<file path="config.mk">
export PLATFORM = sky130hd
export DESIGN_NAME = pc_gen_unit
export DESIGN_NICKNAME = d
export VERILOG_FILES = /design/src/rtl/pc_pkg.sv /design/src/rtl/pc_incr.sv /design/src/rtl/pc_gen_unit.sv
export SDC_FILE = /design/constraint.sdc
export NUM_CORES = 1
export LEC_CHECK = 0
export CORE_UTILIZATION = 44
export DETAILED_ROUTE_END_ITERATION = 8
export PLACE_DENSITY = 0.83
export SLEW_MARGIN = 20
export SYNTH_ARGS = -nofsm -noshare
export SYNTH_HDL_FRONTEND = slang
export SYNTH_SLANG_ARGS = --single-unit
</file>
<file path="constraint.sdc">
create_clock -name clk -period 5.9 [get_ports clk]
set_input_delay 0.885 -clock clk [delete_from_list [all_inputs] [get_ports clk]]
set_output_delay 0.885 -clock clk [all_outputs]
set_load 0.03 [all_outputs]
</file>
<file path="src/rtl/pc_pkg.sv">
// Shared definitions for the fetch program-counter generator.
//   pc_sel_e              : next-PC source selected each cycle
//   RESET_VECTOR_DEFAULT  : default PC loaded on reset
//   INCR_DEFAULT          : default sequential increment in bytes
package pc_pkg;

  typedef enum logic [1:0] {
    PC_SEL_HOLD     = 2'd0,
    PC_SEL_SEQ      = 2'd1,
    PC_SEL_REDIRECT = 2'd2,
    PC_SEL_TRAP     = 2'd3
  } pc_sel_e;

  localparam logic [31:0] RESET_VECTOR_DEFAULT = 32'h0000_0000;
  localparam int          INCR_DEFAULT         = 4;

endpackage

</file>
<file path="src/rtl/pc_incr.sv">
// Sequential next-PC adder.
//   pc          : current fetch PC
//   pc_plus_inc : pc + INCR, wrapping modulo 2^XLEN (no overflow flag)
module pc_incr #(
  parameter int XLEN = 32,
  parameter int INCR = pc_pkg::INCR_DEFAULT
) (
  input  logic [XLEN-1:0] pc,
  output logic [XLEN-1:0] pc_plus_inc
);

  assign pc_plus_inc = pc + XLEN'(INCR);

endmodule

</file>
<file path="src/rtl/pc_gen_unit.sv">
// Program-counter generator for the rv32im fetch stage.
// Holds the fetch PC and picks the next value from trap, redirect or the
// sequential path, presenting it to fetch through a valid/ready handshake.
//   clk, rst         : clock, synchronous active-high reset
//   stall            : hold the PC (hazard / load-use)
//   redirect_valid   : branch/jump taken, destination on redirect_target
//   trap_valid       : trap entry or mret, destination on trap_target
//   fetch_ready      : fetch accepts the presented PC
//   pc, pc_valid     : PC presented to fetch
//   pc_plus_inc      : pc + INCR (combinational)
//   flush            : one-cycle pulse after an accepted redirect or trap
//   misalign_err     : one-cycle pulse after a misaligned redirect
//   misalign_addr    : last misaligned redirect target
module pc_gen_unit
  import pc_pkg::*;
#(
  parameter int              XLEN         = 32,
  parameter logic [XLEN-1:0] RESET_VECTOR = XLEN'(RESET_VECTOR_DEFAULT),
  parameter int              INCR         = INCR_DEFAULT,
  parameter int              ALIGN_BITS   = 2
) (
  input  logic            clk,
  input  logic            rst,
  input  logic            stall,
  input  logic            redirect_valid,
  input  logic [XLEN-1:0] redirect_target,
  input  logic            trap_valid,
  input  logic [XLEN-1:0] trap_target,
  input  logic            fetch_ready,
  output logic [XLEN-1:0] pc,
  output logic            pc_valid,
  output logic [XLEN-1:0] pc_plus_inc,
  output logic            flush,
  output logic            misalign_err,
  output logic [XLEN-1:0] misalign_addr
);

  localparam logic [0:0] RESET_HOLD = 1'b0;
  localparam logic [0:0] RUN        = 1'b1;

  logic [0:0]      state;
  pc_sel_e         pc_sel;
  logic [XLEN-1:0] pc_next;
  logic            redirect_aligned;
  logic            redirect_misaligned;

  assign pc_valid = (state == RUN);

  pc_incr #(
    .XLEN (XLEN),
    .INCR (INCR)
  ) u_pc_incr (
    .pc          (pc),
    .pc_plus_inc (pc_plus_inc)
  );

  assign redirect_aligned    = redirect_valid &&
                               (redirect_target[ALIGN_BITS-1:0] == '0);
  // A simultaneous trap discards the redirect, so it cannot raise an error.
  assign redirect_misaligned = redirect_valid && !redirect_aligned && !trap_valid;

  // Next-PC source selection, highest priority first
  always_comb begin
    pc_sel = PC_SEL_HOLD;
    if (trap_valid)
      pc_sel = PC_SEL_TRAP;
    else if (redirect_aligned)
      pc_sel = PC_SEL_REDIRECT;
    else if (redirect_valid || stall)
      pc_sel = PC_SEL_HOLD;
    else if (pc_valid && fetch_ready)
      pc_sel = PC_SEL_SEQ;
  end

  always_comb begin
    pc_next = pc;
    case (pc_sel)
      PC_SEL_TRAP:     pc_next = trap_target;
      PC_SEL_REDIRECT: pc_next = redirect_target;
      PC_SEL_SEQ:      pc_next = pc_plus_inc;
      default:         pc_next = pc;
    endcase
  end

  // Registered PC, FSM and status pulses
  always_ff @(posedge clk) begin
    if (rst) begin
      state         <= RESET_HOLD;
      pc            <= RESET_VECTOR;
      flush         <= 1'b0;
      misalign_err  <= 1'b0;
      misalign_addr <= '0;
    end else begin
      state        <= RUN;
      pc           <= pc_next;
      flush        <= (pc_sel == PC_SEL_TRAP) || (pc_sel == PC_SEL_REDIRECT);
      misalign_err <= redirect_misaligned;
      if (redirect_misaligned)
        misalign_addr <= redirect_target;
    end
  end

endmodule

</file>
# Word level (Yosys, flattened, before mapping)
# Cells that the tools add are included.
# totals
elab_cells	25
output_inout_bits	99
register_bits	67
inputBits	70
# op_classes
muxes	6
add_sub_neg	1
n_reduce_logical	10
n_eq_ne	3
# op_table
operator	count
$pmux 32 s3	1
$add 32x3->32 const B	1
$eq 2x2->1 const B	2
$logic_and 1x1->1	4
$mux 2	2
$mux 1	3
$reduce_bool 3->1	1
$eq 2x1->1 const B	1
$logic_not 1->1	2
$logic_not 2->1	1
$logic_or 1x1->1	2

# Longest topological paths before layout
# Gate-level depths: netlist of run 1.
# logic_depth
ltp_word	7
ltp_mapped	10
mapped_depth_nobuf	9

# Hierarchy
# A second synthesis of run 1 with hierarchy kept.
# unflattened
hier_cells	396
hier_area_um2	3539.6
# by_module_without_submodules
mod	seq_area_each_um2	n_inst	area_per_inst_um2	cells_each
pc_gen_unit	1341.3	1	2959.1	313
pc_incr	0.0	1	580.6	83

# Least setup slack after synthesis of run 1
# OpenSTA, ideal clock, no wires.
# synth_timing
path_kind	register to output
start	register pc[2]
end	output pc_plus_inc[26]
path_buffers	0
arrival_time_ps	2198
required_ps	5015
path_slack_ps	2817
stages_incl_launch_ff	6
cell_sequence	dfxtp_1 -> ha_1 -> and4_1 -> nand2_2 -> nor4_1 -> xor2_1
# synth_via
elab_chain_cells	1
# synth_lines
element	line	source
start, declared	pc_gen_unit.sv:30	output logic [XLEN-1:0] pc,
start signal, assigned	pc_gen_unit.sv:95	pc <= pc_next;
$add 32x3->32	pc_incr.sv:12	assign pc_plus_inc = pc + XLEN'(INCR);
end, declared	pc_gen_unit.sv:32	output logic [XLEN-1:0] pc_plus_inc,
# Every way passes these cells.

# Final worst setup path of run 1
# layout_timing
start	register pc[2]
end	output pc_plus_inc[30]
# Same word-level chain as after synthesis.

==> metrics.cfg, run 1 <==
[final_layout]
fin_nets=729
drive_above_1_share=0.0515
fill_cells=721
seq_area_um2=1340
fin_util=0.685
diodes=0
multi_input_area_um2=2290
synthToLayoutAreaGrowth_pct=47.9

[sta]
hold_slack_ns=0.458
slew_headroom=0.472
hold_viol_final=0
period_share=0.681
period_minus_slack_ns=4.02
slew_violations=0
tightest_slew_ns=0.793
max_freq_mhz=249
fin_setup_tns_ns=0
grt_setup_unrepaired=no
setup_viol=0
finClkSkew_ns=0.0127

[route]
drt_wl_total_um=13400
firstDrtPassIters=5
drc=0
drtIter0Drc=208
viasPerCell=5.74
ant_nets=0
vias=4389
post_drt_wl_per_cell_um=17.5

[logic_synthesis]
synth_most_common_cell=nand2_1
syn_area_um2=3860
yosysTopAreaCell=dfxtp_1
synth_edf_count=0
yosys-top-cells-area=dfxtp_1 (35%), nand2_1 (8.7%), a21oi_1 (8.7%)
async_flop_share=0
synth_top_area_frac=0.347
yosys-top-cells-count=nand2_1 (90), a21oi_1 (67), dfxtp_1 (67)
synthCells=516
syn_area_per_cell_um2=7.49
ys.flop_type=dfxtp_1
synth_cell_type_count=48
ys_warn_count=0
ys_seq_area_frac=0.347
synthesis.nets=590
synth-seq-cells=67

[grt]
use_met3=0.0766
grt_usage=0.291
grt_pass1_wl_um=20500
grtUsageMet2=0.495
grt-ovfl-total=0
grt_max_degree=73
grt_busiest_layer=met2
use_met1=0.339
antenna_found_initial=0
grt_pass1_vias=4153

[placement]
portBuffers=168
gp_congestion=0.896
dp.final_hpwl_um=9540

[clocking]
post_cts_resized=0
clockBufferDepth=2
cts-hold-fix-buffers=0
cts_tree=done
h-tree-depth=3
insertion_delay_ns=0.35
clkSlewWorstSetupHoldPaths_ns=0.09
numCtsBuffers=9
cts_num_sinks=67
cts_root_buf=clkbuf_8
cts_setup_buffers=0

[die]
core_um2=8340
die_h_um=95.7
fp.dieW_um=95.7
pin_count=169
core.rowCount=33
die_area_um2=9160
initial_core_util=0.463

[power_and_ir_drop]
power.density_nw_per_um2=229
ir_worst_vdd_mv=0.141
total_power_uw=1310
p_leak_uw=0.00201

[setup_path]
r2r_setup_slack_ns=3.51
endpoint_kind=output port
worst_setup_path_start_kind=register
crit_fanout=7
worst_ep_required_time_ns=5.02
criticalPathCategory=register to output port
crit_arrival_ns=3.13

[flow_run]
drv_cap=0

[status]
outcome=finished clean

[worst_hold_path]
hp-class=register to register

cell type report:
cell class              instances  share of cell area
flip-flops and latches         67               0.235
clock inverters                 7             0.00898
clock buffers                   9              0.0217
repair buffers                172               0.299
well taps                     105              0.0230
inverters                      19              0.0125
multi-input cells             386               0.401
cell usage in the layout, fill, tap and decap left out, types with 4 or more instances in the layout:
cell / instances
a21oi_1: 67
a31oi_1: 10
and2_1: 7
and3_1: 8
and4_1: 5
buf_4: 4
clkbuf_8: 9
clkdlybuf4s50_1: 167
dfxtp_1: 67
inv_1: 19
mux2i_1: 10
nand2_1: 90
nand2b_1: 13
nand3_1: 22
nand4_1: 11
nor2_1: 26
nor2b_1: 13
nor3_1: 6
nor4_1: 6
o21ai_0: 6
o22ai_1: 5
o31a_1: 4
o32ai_1: 7
xnor2_1: 21
xor2_1: 7
worst max-delay path, stage by stage, from the launching register on:
cell and delay (ns):
dfxtp_1 0.43, ha_1 0.30, and4_1 0.38, nand2_2 0.18, nor4_1 0.59, xnor2_1 0.20
clkdlybuf4s50_1 0.71
routing by layer:
| metal | up-vias | routed length [um] | share of wire |
|---|---|---|---|
| met4 | 0 | 499 | 0.037 |
| met2 | 224 | 6500 | 0.49 |
| li1 | 2092 | - | - |
| met3 | 37 | 1310 | 0.097 |
| met5 | - | 0 | 0 |
| met1 | 2036 | 5080 | 0.38 |
logic make-up (layout without fill, tap and decap cells):
group / Yosys count / after routing / synth area share
simple gates: 218 / 218 / 0.280
compound gates: 126 / 126 / 0.206
flops: 67 / 67 / 0.347
buf+inv: 63 / 207 / 0.0647
xor+xnor: 28 / 28 / 0.0635
mux: 10 / 10 / 0.0259
fa+ha+maj: 4 / 4 / 0.0129
report_power, final:
group          switching [uW]  internal [uW]
logic                     239            188
registers                40.8            483
clock network             202            155
flip-flops by register name, summed over array words and instances (netlist names):
| signal | count |
|---|---|
| flush | 1 |
| misalign_addr | 32 |
| misalign_err | 1 |
| pc | 32 |
| pc_valid | 1 |
path summary, 6_finish.rpt:
kind / from / to / cells past startpoint
worst max register to register: pc[2] / pc[26] / 6
worst max-delay path: pc[2] / pc_plus_inc[30] / 6
worst min register to register: misalign_addr[31] / misalign_addr[31] / 2
worst min-delay path: misalign_addr[31] / misalign_addr[31] / 2
stage by stage:
step | instances | worst slack, ns | instance area, um2
after floorplan | 516 | 2.82 | 3860
after global placement | 749 | 2.28 | 5530
after detailed placement | 749 | 2.14 | 5530
after CTS | 765 | 1.88 | 5710
after global routing | 765 | 1.70 | 5720
final | 765 | 1.88 | 5720
Note: power is estimated with default switching activity, not from simulation.
==> run 2, diff against run 1 <==
--- a/config.mk
+++ b/config.mk
@@ -5,9 +5,9 @@
 export SDC_FILE = /design/constraint.sdc
 export NUM_CORES = 1
 export LEC_CHECK = 0
-export CORE_UTILIZATION = 44
+export CORE_UTILIZATION = 43
 export DETAILED_ROUTE_END_ITERATION = 8
-export PLACE_DENSITY = 0.83
+export PLACE_DENSITY = 0.82
 export SLEW_MARGIN = 20
 export SYNTH_ARGS = -nofsm -noshare
 export SYNTH_HDL_FRONTEND = slang
==> constraint.sdc (replaced) <==
create_clock -name clk -period 4.2 [get_ports clk]
set_input_delay 0.63 -clock clk [delete_from_list [all_inputs] [get_ports clk]]
set_output_delay 0.63 -clock clk [all_outputs]
set_load 0.03 [all_outputs]
==> run 2 against run 1 <==
  * Worst hold slack lost 0.0015 ns
  * Cell count grew 0.78%
  * Clock-buffer cell count grew 1
  * Clock power grew 88%
  * Core utilization shrank 2.0 points
  * First-iteration DRC count grew 36%
  * Sequential power grew 41%
  * Non-clock buffer count grew 3
  * Cell area grew 1.5%
  * Setup slack lost 1.5 ns
  * Sequential share of layout area shrank 0.35 points
  * Critical endpoint is now pc_plus_inc[26]
  * Highest routed layer unchanged
==> metrics.cfg, run 2 (synthesis gave the netlist of run 1 again) <==
[sta]
max_freq_mhz=264
period_share=0.903
slew_violations=0  ; unchanged
fin_setup_tns_ns=0  ; unchanged
finClkSkew_ns=0.00568  ; -0.00706 ns
hold_viol_final=0  ; unchanged
tightest_slew_ns=0.934  ; +0.142 ns
period_minus_slack_ns=3.79
slew_headroom=0.377  ; -0.0946
grt_setup_unrepaired=no
setup_viol=0  ; unchanged

[grt]
grt_pass1_wl_um=21600  ; +5.7%
antenna_found_initial=0  ; unchanged
grt_pass1_vias=4319  ; +4.0%
grt_max_degree=48  ; -34%
grt-ovfl-total=0  ; unchanged
grt_usage=0.284  ; -0.00719

[final_layout]
drive_above_1_share=0.0543  ; +0.00278
fin_util=0.665  ; -0.0200
fill_cells=725  ; +0.55%
final_cell_mix=clkdlybuf4s50_1 (167), nand2_1 (90), a21oi_1 (67), dfxtp_1 (67), nor2_1 (26)
synthToLayoutAreaGrowth_pct=50.1
final_common_cell=clkdlybuf4s50_1
diodes=0  ; unchanged
fin_nets=732  ; +0.41%
reg_top3=misalign_addr (32), pc (32)

[status]
outcome=finished clean

[power_and_ir_drop]
ir_worst_vdd_mv=0.202  ; +43%
power.density_nw_per_um2=346  ; +51%
p_leak_uw=0.00206  ; +2.4%
total_power_uw=2010  ; +54%

[route]
highest-signal-layer=met4
wl_met3_um=983  ; -25%
drc=0  ; unchanged
wl_met1_um=5390  ; +6.0%
drtIter0Drc=283  ; +36%
post_drt_wl_per_cell_um=17.8  ; +1.5%
viasPerCell=5.78  ; +0.80%
route.met2.wl_um=6780  ; +4.3%
firstDrtPassIters=5  ; unchanged
ant_nets=0  ; unchanged
drt_wl_total_um=13700  ; +2.3%
vias=4459  ; +1.6%

[clocking]
cts-hold-fix-buffers=0  ; unchanged
clockBufferDepth=2  ; unchanged
numCtsBuffers=9  ; unchanged
insertion_delay_ns=0.34  ; about the same
h-tree-depth=3  ; unchanged
cts_root_buf=clkbuf_8
clkSlewWorstSetupHoldPaths_ns=0.08  ; about the same
cts_tree=done
cts_num_sinks=67  ; unchanged
cts_setup_buffers=0  ; unchanged
post_cts_resized=0  ; unchanged

[worst_hold_path]
hp-class=register to register

[setup_path]
crit_fanout=7  ; unchanged
endpoint_kind=output port
worst_ep_required_time_ns=3.57  ; -1.45 ns
endpoint=pc_plus_inc[26]
crit_arrival_ns=3.16  ; +0.03 ns
rr_startpoint=pc_valid
r2r_setup_slack_ns=1.60  ; -1.91 ns
r2r_end=pc[19]
worst_setup_path_start_kind=register
reg2regPathDepth=7  ; +1
worstSetupStartpoint=pc[2]
criticalPathCategory=register to output port

[die]
die_area_um2=9370  ; +2.3%
core.rowCount=34  ; +3.0%
initial_core_util=0.443  ; -0.0202
die_h_um=96.8  ; +1.1%
fp.dieW_um=96.8  ; +1.1%
pin_count=169  ; unchanged
core_um2=8720  ; +4.6%

[placement]
gp_congestion=0.916  ; +2.3%
dp.final_hpwl_um=9810  ; +2.9%
portBuffers=168  ; unchanged

[flow_run]
drv_cap=0  ; unchanged

-- run 2: cell types whose count changed in the layout (fill, tap and decap cells not counted), sizes merged --
cell | previous run | this run
clkbuf | 9 | 10
clkinvlp | 2 | 0
inv | 21 | 20
buf | 5 | 8
clkinv | 3 | 2
bufinv | 0 | 3
-- run 2: layout make-up --
| type | instances | area [um2] | area share |
|---|---|---|---|
| inverters | 19 | 71.3 | 0.0123 |
| clock inverters | 6 | 113 | 0.0194 |
| flip-flops and latches | 67 | 1340 | 0.231 |
| multi-input cells | 386 | 2280 | 0.394 |
| well taps | 108 | 135 | 0.0233 |
| repair buffers | 175 | 1730 | 0.298 |
| clock buffers | 10 | 128 | 0.0220 |
-- run 2: per-stage QoR --
step | setup WS [ns] | instance area (um2) | cells | hold WS, ns
after floorplan | 1.37 | 3860 | 516 | 0.580
after global routing | 0.301 | 5800 | 771 | 0.474
after CTS | 0.449 | 5800 | 771 | 0.459
after global placement | 0.720 | 5560 | 755 | 0.442
final | 0.409 | 5800 | 771 | 0.456
after detailed placement | 0.478 | 5560 | 755 | 0.447
-- run 2: worst min-delay path by stage --
stage                            from           endpoint  slack [ns]  cells past startpoint
floorplan            misalign_addr[0]   misalign_addr[0]        0.58                      2
global placement    misalign_addr[17]  misalign_addr[17]        0.44                      2
detailed placement  misalign_addr[12]  misalign_addr[12]        0.45                      2
CTS                 misalign_addr[12]  misalign_addr[12]        0.46                      2
global route        misalign_addr[28]  misalign_addr[28]        0.47                      2
finish              misalign_addr[12]  misalign_addr[12]        0.46                      2
-- run 2: routing by layer --
| layer | vias up | global-route usage |
|---|---|---|
| met2 | 226 | 0.488 |
| met5 | - | 0 |
| li1 | 2098 | - |
| met3 | 41 | 0.0621 |
| met1 | 2094 | 0.332 |
| met4 | 0 | 0.144 |
-- run 2: power by group --
part | internal (uW) | switching, uW | leakage [uW]
clock | 397 | 271 | 0.000121
sequential | 678 | 57.8 | 0.000550
combinational | 266 | 337 | 0.00139
total | 1340 | 666 | 0.00206
-- run 2: critical path, cell delays in order, from the launching register on --
cell and delay, ns:
dfxtp_1 0.45, ha_1 0.31, and4_1 0.38, nand2_2 0.20, nor4_1 0.58, xor2_1 0.20, clkdlybuf4s50_1 0.70
